$ cat src/rtl/phy_rx_deframer_pkg.sv
// Shared definitions for the GT receive deframer:
// control codes, K masks, state encoding and lane helpers.
package phy_rx_deframer_pkg;

   localparam logic [7:0] K_COMMA = 8'hBC;
   localparam logic [7:0] K_ALIGN = 8'h50;
   localparam logic [7:0] K_SOF   = 8'hFB;
   localparam logic [7:0] K_EOF   = 8'hFD;

   localparam logic [3:0] COMMA_KMASK = 4'b1010;
   localparam logic [3:0] SOF_KMASK   = 4'b1000;

   localparam logic [31:0] COMMA_WORD =
      {K_COMMA, K_ALIGN, K_COMMA, K_ALIGN};

   typedef enum logic [1:0] {
      ST_IDLE,
      ST_SOF,
      ST_DATA,
      ST_TAIL
   } state_t;

   function automatic logic [31:0] byte_rev(
      input logic [31:0] d
   );
      return {d[7:0], d[15:8], d[23:16], d[31:24]};
   endfunction

   function automatic logic [3:0] bit_rev4(
      input logic [3:0] k
   );
      return {k[0], k[1], k[2], k[3]};
   endfunction

endpackage

$ cat src/rtl/phy_rx_eof_decode.sv
// Finds the first K byte of a lane-reversed word and
// classifies it as end-of-frame (with position) or error.
module phy_rx_eof_decode
   import phy_rx_deframer_pkg::*;
(
   input  logic [3:0]  k,
   input  logic [31:0] w,
   output logic        is_eof,
   output logic [1:0]  p,
   output logic        err
);

   logic [7:0] kbyte;

   // Bytes after the first K byte are filler.
   always_comb begin
      p     = 2'd0;
      kbyte = w[31:24];
      casez (k)
         4'b1???: begin
            p     = 2'd0;
            kbyte = w[31:24];
         end
         4'b01??: begin
            p     = 2'd1;
            kbyte = w[23:16];
         end
         4'b001?: begin
            p     = 2'd2;
            kbyte = w[15:8];
         end
         4'b0001: begin
            p     = 2'd3;
            kbyte = w[7:0];
         end
         default: ;
      endcase
      is_eof = (k != 4'b0000) && (kbyte == K_EOF);
      err    = (k != 4'b0000) && !is_eof;
   end

endmodule

$ cat src/rtl/phy_rx_deframer.sv
// GT receive deframer: comma/SOF hunt, payload realignment
// to MSB-first AXI-Stream words, EOF/abort, link watchdog.
module phy_rx_deframer
   import phy_rx_deframer_pkg::*;
#(
   parameter int P_MAX_WORDS    = 1024,
   parameter int P_LINK_TIMEOUT = 2048
) (
   input  logic        i_clk,
   input  logic        i_rst,
   input  logic        i_gt_rx_done,
   input  logic [31:0] i_gt_rx_data,
   input  logic [3:0]  i_gt_rx_char,
   output logic [31:0] o_rx_axis_data,
   output logic [3:0]  o_rx_axis_keep,
   output logic        o_rx_axis_valid,
   output logic        o_rx_axis_last,
   output logic        o_rx_axis_user,
   output logic        o_link_up,
   output logic [15:0] o_frame_cnt,
   output logic [15:0] o_err_cnt
);

   localparam int CW = $clog2(P_MAX_WORDS + 1);
   localparam int TW = $clog2(P_LINK_TIMEOUT + 1);

   logic [31:0]   w_q;
   logic [3:0]    k_q;
   logic          done_q;
   logic [23:0]   prev;
   logic [1:0]    tail_p;
   logic [CW-1:0] word_cnt;
   logic [TW-1:0] timer;

   state_t state;
   state_t state_nxt;

   logic       is_comma;
   logic       is_sof;
   logic       k_eof;
   logic       k_err;
   logic [1:0] eof_p;
   logic       link_fall;
   logic       emit;
   logic       abort;

   logic [31:0] data_nxt;
   logic [3:0]  keep_nxt;
   logic        valid_nxt;
   logic        last_nxt;
   logic        user_nxt;

   always_ff @(posedge i_clk or posedge i_rst) begin
      if (i_rst) begin
         w_q    <= '0;
         k_q    <= '0;
         done_q <= 1'b0;
      end else begin
         w_q    <= byte_rev(i_gt_rx_data);
         k_q    <= bit_rev4(i_gt_rx_char);
         done_q <= i_gt_rx_done;
      end
   end

   assign is_comma = (w_q == COMMA_WORD) &&
                     (k_q == COMMA_KMASK);
   assign is_sof   = (k_q == SOF_KMASK) &&
                     (w_q[31:24] == K_SOF);

   phy_rx_eof_decode u_eof (
      .k      (k_q),
      .w      (w_q),
      .is_eof (k_eof),
      .p      (eof_p),
      .err    (k_err)
   );

   assign link_fall = o_link_up && (timer == '0) &&
                      !is_comma;
   assign emit      = (k_q == 4'b0000) || k_eof;
   assign abort     = (state == ST_DATA) &&
                      (!done_q || link_fall || k_err ||
                       (emit &&
                        (word_cnt == CW'(P_MAX_WORDS))));

   always_ff @(posedge i_clk or posedge i_rst) begin
      if (i_rst) begin
         timer     <= '0;
         o_link_up <= 1'b0;
      end else if (is_comma) begin
         timer     <= TW'(P_LINK_TIMEOUT - 1);
         o_link_up <= 1'b1;
      end else if (timer != '0) begin
         timer <= timer - 1'b1;
      end else begin
         o_link_up <= 1'b0;
      end
   end

   always_ff @(posedge i_clk or posedge i_rst) begin
      if (i_rst) state <= ST_IDLE;
      else       state <= state_nxt;
   end

   always_comb begin
      state_nxt = state;
      unique case (state)
         ST_IDLE:
            if (is_comma) state_nxt = ST_SOF;
         ST_SOF:
            if (is_sof)         state_nxt = ST_DATA;
            else if (!is_comma) state_nxt = ST_IDLE;
         ST_DATA:
            if (abort)
               state_nxt = ST_IDLE;
            else if (k_eof)
               state_nxt = eof_p[1] ? ST_TAIL : ST_IDLE;
         ST_TAIL:
            state_nxt = ST_IDLE;
      endcase
      if (!done_q) state_nxt = ST_IDLE;
   end

   // Each word joins the previous three bytes with the
   // current leading byte; the tail drains the rest.
   always_comb begin
      data_nxt  = '0;
      keep_nxt  = '0;
      valid_nxt = 1'b0;
      last_nxt  = 1'b0;
      user_nxt  = 1'b0;
      unique case (state)
         ST_DATA: begin
            valid_nxt = 1'b1;
            keep_nxt  = 4'b1111;
            if (abort) begin
               last_nxt = 1'b1;
               user_nxt = 1'b1;
            end else if (k_q == 4'b0000) begin
               data_nxt = {prev, w_q[31:24]};
            end else if (eof_p == 2'd0) begin
               data_nxt = {prev, 8'h00};
               keep_nxt = 4'b1110;
               last_nxt = 1'b1;
            end else begin
               data_nxt = {prev, w_q[31:24]};
               last_nxt = !eof_p[1];
            end
         end
         ST_TAIL: begin
            valid_nxt = 1'b1;
            last_nxt  = 1'b1;
            if (tail_p[0]) begin
               data_nxt = {prev[23:8], 16'h0000};
               keep_nxt = 4'b1100;
            end else begin
               data_nxt = {prev[23:16], 24'h000000};
               keep_nxt = 4'b1000;
            end
         end
         default: ;
      endcase
   end

   always_ff @(posedge i_clk or posedge i_rst) begin
      if (i_rst) begin
         prev            <= '0;
         tail_p          <= '0;
         word_cnt        <= '0;
         o_rx_axis_data  <= '0;
         o_rx_axis_keep  <= '0;
         o_rx_axis_valid <= 1'b0;
         o_rx_axis_last  <= 1'b0;
         o_rx_axis_user  <= 1'b0;
         o_frame_cnt     <= '0;
         o_err_cnt       <= '0;
      end else begin
         prev            <= w_q[23:0];
         tail_p          <= eof_p;
         o_rx_axis_data  <= data_nxt;
         o_rx_axis_keep  <= keep_nxt;
         o_rx_axis_valid <= valid_nxt;
         o_rx_axis_last  <= last_nxt;
         o_rx_axis_user  <= user_nxt;
         if (state != ST_DATA)
            word_cnt <= '0;
         else if (emit && !abort)
            word_cnt <= word_cnt + 1'b1;
         if (valid_nxt && last_nxt && !user_nxt &&
             (o_frame_cnt != 16'hFFFF))
            o_frame_cnt <= o_frame_cnt + 1'b1;
         if (abort && (o_err_cnt != 16'hFFFF))
            o_err_cnt <= o_err_cnt + 1'b1;
      end
   end

endmodule

$ cat config.mk
export PLATFORM = sky130hd
export DESIGN_NAME = phy_rx_deframer
export DESIGN_NICKNAME = d
export VERILOG_FILES = /design/src/rtl/phy_rx_deframer_pkg.sv /design/src/rtl/phy_rx_eof_decode.sv /design/src/rtl/phy_rx_deframer.sv
export SDC_FILE = /design/constraint.sdc
export NUM_CORES = 1
export LEC_CHECK = 0
export ABC_AREA = 1
export CORE_MARGIN = 5
export CORE_UTILIZATION = 40
export DETAILED_ROUTE_END_ITERATION = 8
export PLACE_DENSITY = 0.75
export SYNTH_ARGS = -nofsm -noshare
export SYNTH_HDL_FRONTEND = slang
export SYNTH_SLANG_ARGS = --single-unit
$ cat constraint.sdc
create_clock -name i_clk -period 8.2 [get_ports i_clk]
set_clock_uncertainty 0.15 [all_clocks]
set_input_delay 1.23 -clock i_clk [delete_from_list [all_inputs] [get_ports i_clk]]
set_output_delay 1.23 -clock i_clk [all_outputs]
set_load 0.01 [all_outputs]
==> impl_metrics.json <==
{
  "cts.clk_slew.worst_paths_ns": 0.07,
  "ctsRootBufferMaster": "clkbuf_16",
  "clock.fmax_mhz": 347.6,
  "insertion_delay_ns": 0.42,
  "rows": 47,
  "timing.critical_path.to_type": "output port",
  "h-tree-depth": 4,
  "yosys.cell_count.top_type": "dfrtp_1",
  "asyncSetResetFlopFracSynth_pct": 100.0,
  "synth_top_cell_by_area": "dfrtp_1",
  "core_area_um2": 16700,
  "numCtsBuffers": 17,
  "crit_fanout": 7,
  "clock_path_buffers": 2,
  "synth_largest_type_area_fraction_pct": 57.84,
  "critPathLaunchType": "flip-flop",
  "mappedNetlistNets": 797,
  "wl_per_cell_um": 13.35,
  "number_of_global_route_vias_before_repair": 5164,
  "drive_above_1_share_pct": 5.669,
  "postSynthAreaPerCell_um2": 9.090,
  "overflow_left_after_global_routing": 0,
  "power.density_cell_area_nw_per_um2": 196.5,
  "grt_pass1_wl_um": 24780,
  "yosysWarnings": 0,
  "worstHoldPathCells": 0,
  "syn-cell-area_um2": 6835,
  "synth.top_cells.by_count": "dfrtp_1, nand2_1, inv_1, nor2_1, nand3_1",
  "synthesized_area_fraction_occupied_by_and_or_nand_nor_cells_pct": 24.03,
  "count_of_flip_flops_with_a_built_in_enable_after_synthesis": 0,
  "static-leakage-power_uw": 0.004094,
  "synth.ff_latch_count": 158,
  "max-cap-violations": 0,
  "timing_hold_violations_final": 0,
  "sw_frac_of_total_pct": 24.42,
  "power.share.clock_pct": 45.1,
  "antenna_cells_inserted": 0,
  "antenna_found_initial": 0,
  "ir_drop_mv": 0.1583,
  "portBuffers": 110,
  "rsz0062_at_grt": "no",
  "setup_violators_final": 0,
  "final_max_slew_viol_count": 0,
  "cp_cell_sequence": "clkdlybuf4s50_1",
  "drtPass1Iterations": 4,
  "cts_hold_repair.buffers": 0,
  "power_switching_uw": 419.6,
  "cp.depth": 1,
  "post_synth_inst_count": 752,
  "postRouteAntennaNets": 0,
  "die_y_um": 140.7,
  "synthXorXnorAreaFrac_pct": 4.228,
  "hp-class": "reg -> reg",
  "die_area_um2": 19800,
  "relative_contribution_of_combinational_cells_to_total_power_pct": 7.4,
  "areaGrowthSynthToFinish_pct": 27.90,
  "synth-compound-area-share_pct": 5.565,
  "vias": 5342,
  "max_slew_margin_pct": 43.87,
  "worst-endpoint-arrival_ns": 1.50,
  "synth_top_flop_cell": "dfrtp_1",
  "detailed_place_hpwl_um": 10420,
  "cts_tree": "done",
  "setup_cp_type": "reg -> out",
  "ys_types": 34,
  "power.sequential.fraction_pct": 47.5,
  "grt_start_max_net_pins": 99,
  "detailed_route_wire_length_um": 14720,
  "slew_of_the_pin_with_the_lowest_slew_margin_ns": 0.8419,
  "cts_sinks": 158,
  "worstRegToRegCells": 14,
  "netlist_top_cells_area": "dfrtp_1, nand2_1, inv_1, nor2_1, nand3_1",
  "ys_seq_area_share_pct": 57.84,
  "initial_standard_cell_utilization_of_the_core_pct": 40.93,
  "cp_data_required_time_ns": 6.82,
  "replace_congestion": 0.8581,
  "status": "complete, no violations",
  "synth_top_family_by_area": "simple AND/OR/NAND/NOR gates",
  "cp_slowest_cell": "clkdlybuf4s50_1",
  "count_of_routing_violations_after_the_opening_detailed_route_iteration": 312,
  "final_net_count": 914,
  "min_period_ns": 2.877,
  "buffers_inserted_by_post_cts_timing_repair": 0,
  "critical_path.max_stage_delay_ns": 0.60,
  "pin_count": 111,
  "fraction_of_the_mapped_netlist_area_in_adder_cells_pct": 1.098,
  "die-width_um": 140.7,
  "worst_path_dominant_cell_family": "buffers and inverters",
  "worst-path-buf-inv": 1,
  "min_period_over_period_pct": 35.08,
  "post_cts_sizing_count": 0,
  "synth_mux_area_share_pct": 0,
  "grtUsageTotal_pct": 15.58,
  "fin_setup_tns_ns": 0,
  "power_report.internal_total_uw": 1298,
  "detail_route.vias_per_cell": 4.848,
  "fin_total_pwr_uw": 1718,
  "drc_errors": 0,
  "filler_cell_count": 1491
}
-- path summary, 6_finish.rpt --
kind | startpoint | endpoint | slack, ns
max in group asynchronous | i_rst | w_q[27]$_DFF_PP0_ | 5.41
min | w_q[5]$_DFF_PP0_ | prev[5]$_DFF_PP0_ | 0.25
min reg2reg | w_q[5]$_DFF_PP0_ | prev[5]$_DFF_PP0_ | 0.25
max reg2reg | k_q[3]$_DFF_PP0_ | o_err_cnt[7]$_DFFE_PP0P_ | 5.34
max | o_frame_cnt[10]$_DFFE_PP0P_ | o_frame_cnt[10] | 5.32
min in group asynchronous | i_rst | o_err_cnt[0]$_DFFE_PP0P_ | 1.22
-- cell type report --
type                       count  area [µm²]  area share [%]
clock buffer                  19       452.9           5.181
clock inverter                13       138.9           1.589
sequential                   158        3954           45.23
timing repair buffer         112        1116           12.77
multi-input combinational    470        2387           27.31
inverter                     110       417.9           4.780
tap                          220       275.3           3.149
-- power by group through the flow --
stage | logic (µW) | registers [µW] | clock network, µW
after floorplan | 90.0 | 825 | 0
final | 128 | 815 | 775
after CTS | 130 | 815 | 795
after detailed placement | 129 | 829 | 0
after global routing | 149 | 817 | 830
after global placement | 125 | 829 | 0
-- metal layers --
layer	wire (µm)	GRT usage [%]
met1	6561	20.04
met2	7083	25.50
met3	795	4.402
met4	276	5.201
met5	0	0
-- stage by stage --
| stage | instances | setup slack (ns) | util [%] | cell area [µm²] | hold WS [ns] |
|---|---|---|---|---|---|
| 6_report | 1102 | 5.323 | 52.34 | 8742 | 0.2535 |
| 5_1_grt | 1102 | 4.981 | 52.34 | 8742 | 0.2647 |
| 4_1_cts | 1102 | 5.299 | 52.34 | 8742 | 0.2588 |
| 3_5_place_dp | 1070 | 4.868 | 48.80 | 8150 | 0.2445 |
| 3_3_place_gp | 1070 | 4.890 | 48.80 | 8150 | 0.2398 |
| 2_1_floorplan | 752 | 2.557 | - | 6835 | 0.2240 |
-- flip-flops by register name, summed over array words and instances (netlist names) --
signal	cells
o_err_cnt	16
o_rx_axis_user	1
k_q	4
w_q	32
o_frame_cnt	16
o_rx_axis_data	32
done_q	1
o_rx_axis_keep	4
state	2
o_link_up	1
timer	12
o_rx_axis_last	1
prev	24
tail_p	1
word_cnt	11
-- kinds of logic (layout without fill, tap and decap cells) --
logic type / Yosys count / after routing
compound gates: 66 / 66
xor+xnor: 33 / 33
fa+ha+maj: 6 / 6
buf+inv: 124 / 254
flops: 158 / 158
simple gates: 365 / 365
-- placed cells by master (no fill, tap or decap), types with 3 or more instances in the layout --
master,n
o21ai_1,16
o31ai_1,6
nand3_1,56
inv_6,9
nor3_1,32
clkbuf_16,17
ha_1,6
inv_1,106
o21ai_0,25
dfrtp_1,158
clkdlybuf4s50_1,110
xnor2_1,4
nand4_1,14
nor4_1,14
o211ai_1,5
nand3b_1,3
a21oi_1,4
a21boi_0,7
nand2_1,155
inv_2,3
nor2_1,77
xor2_1,29
No activity file was read; power rests on OpenSTA's default activity.
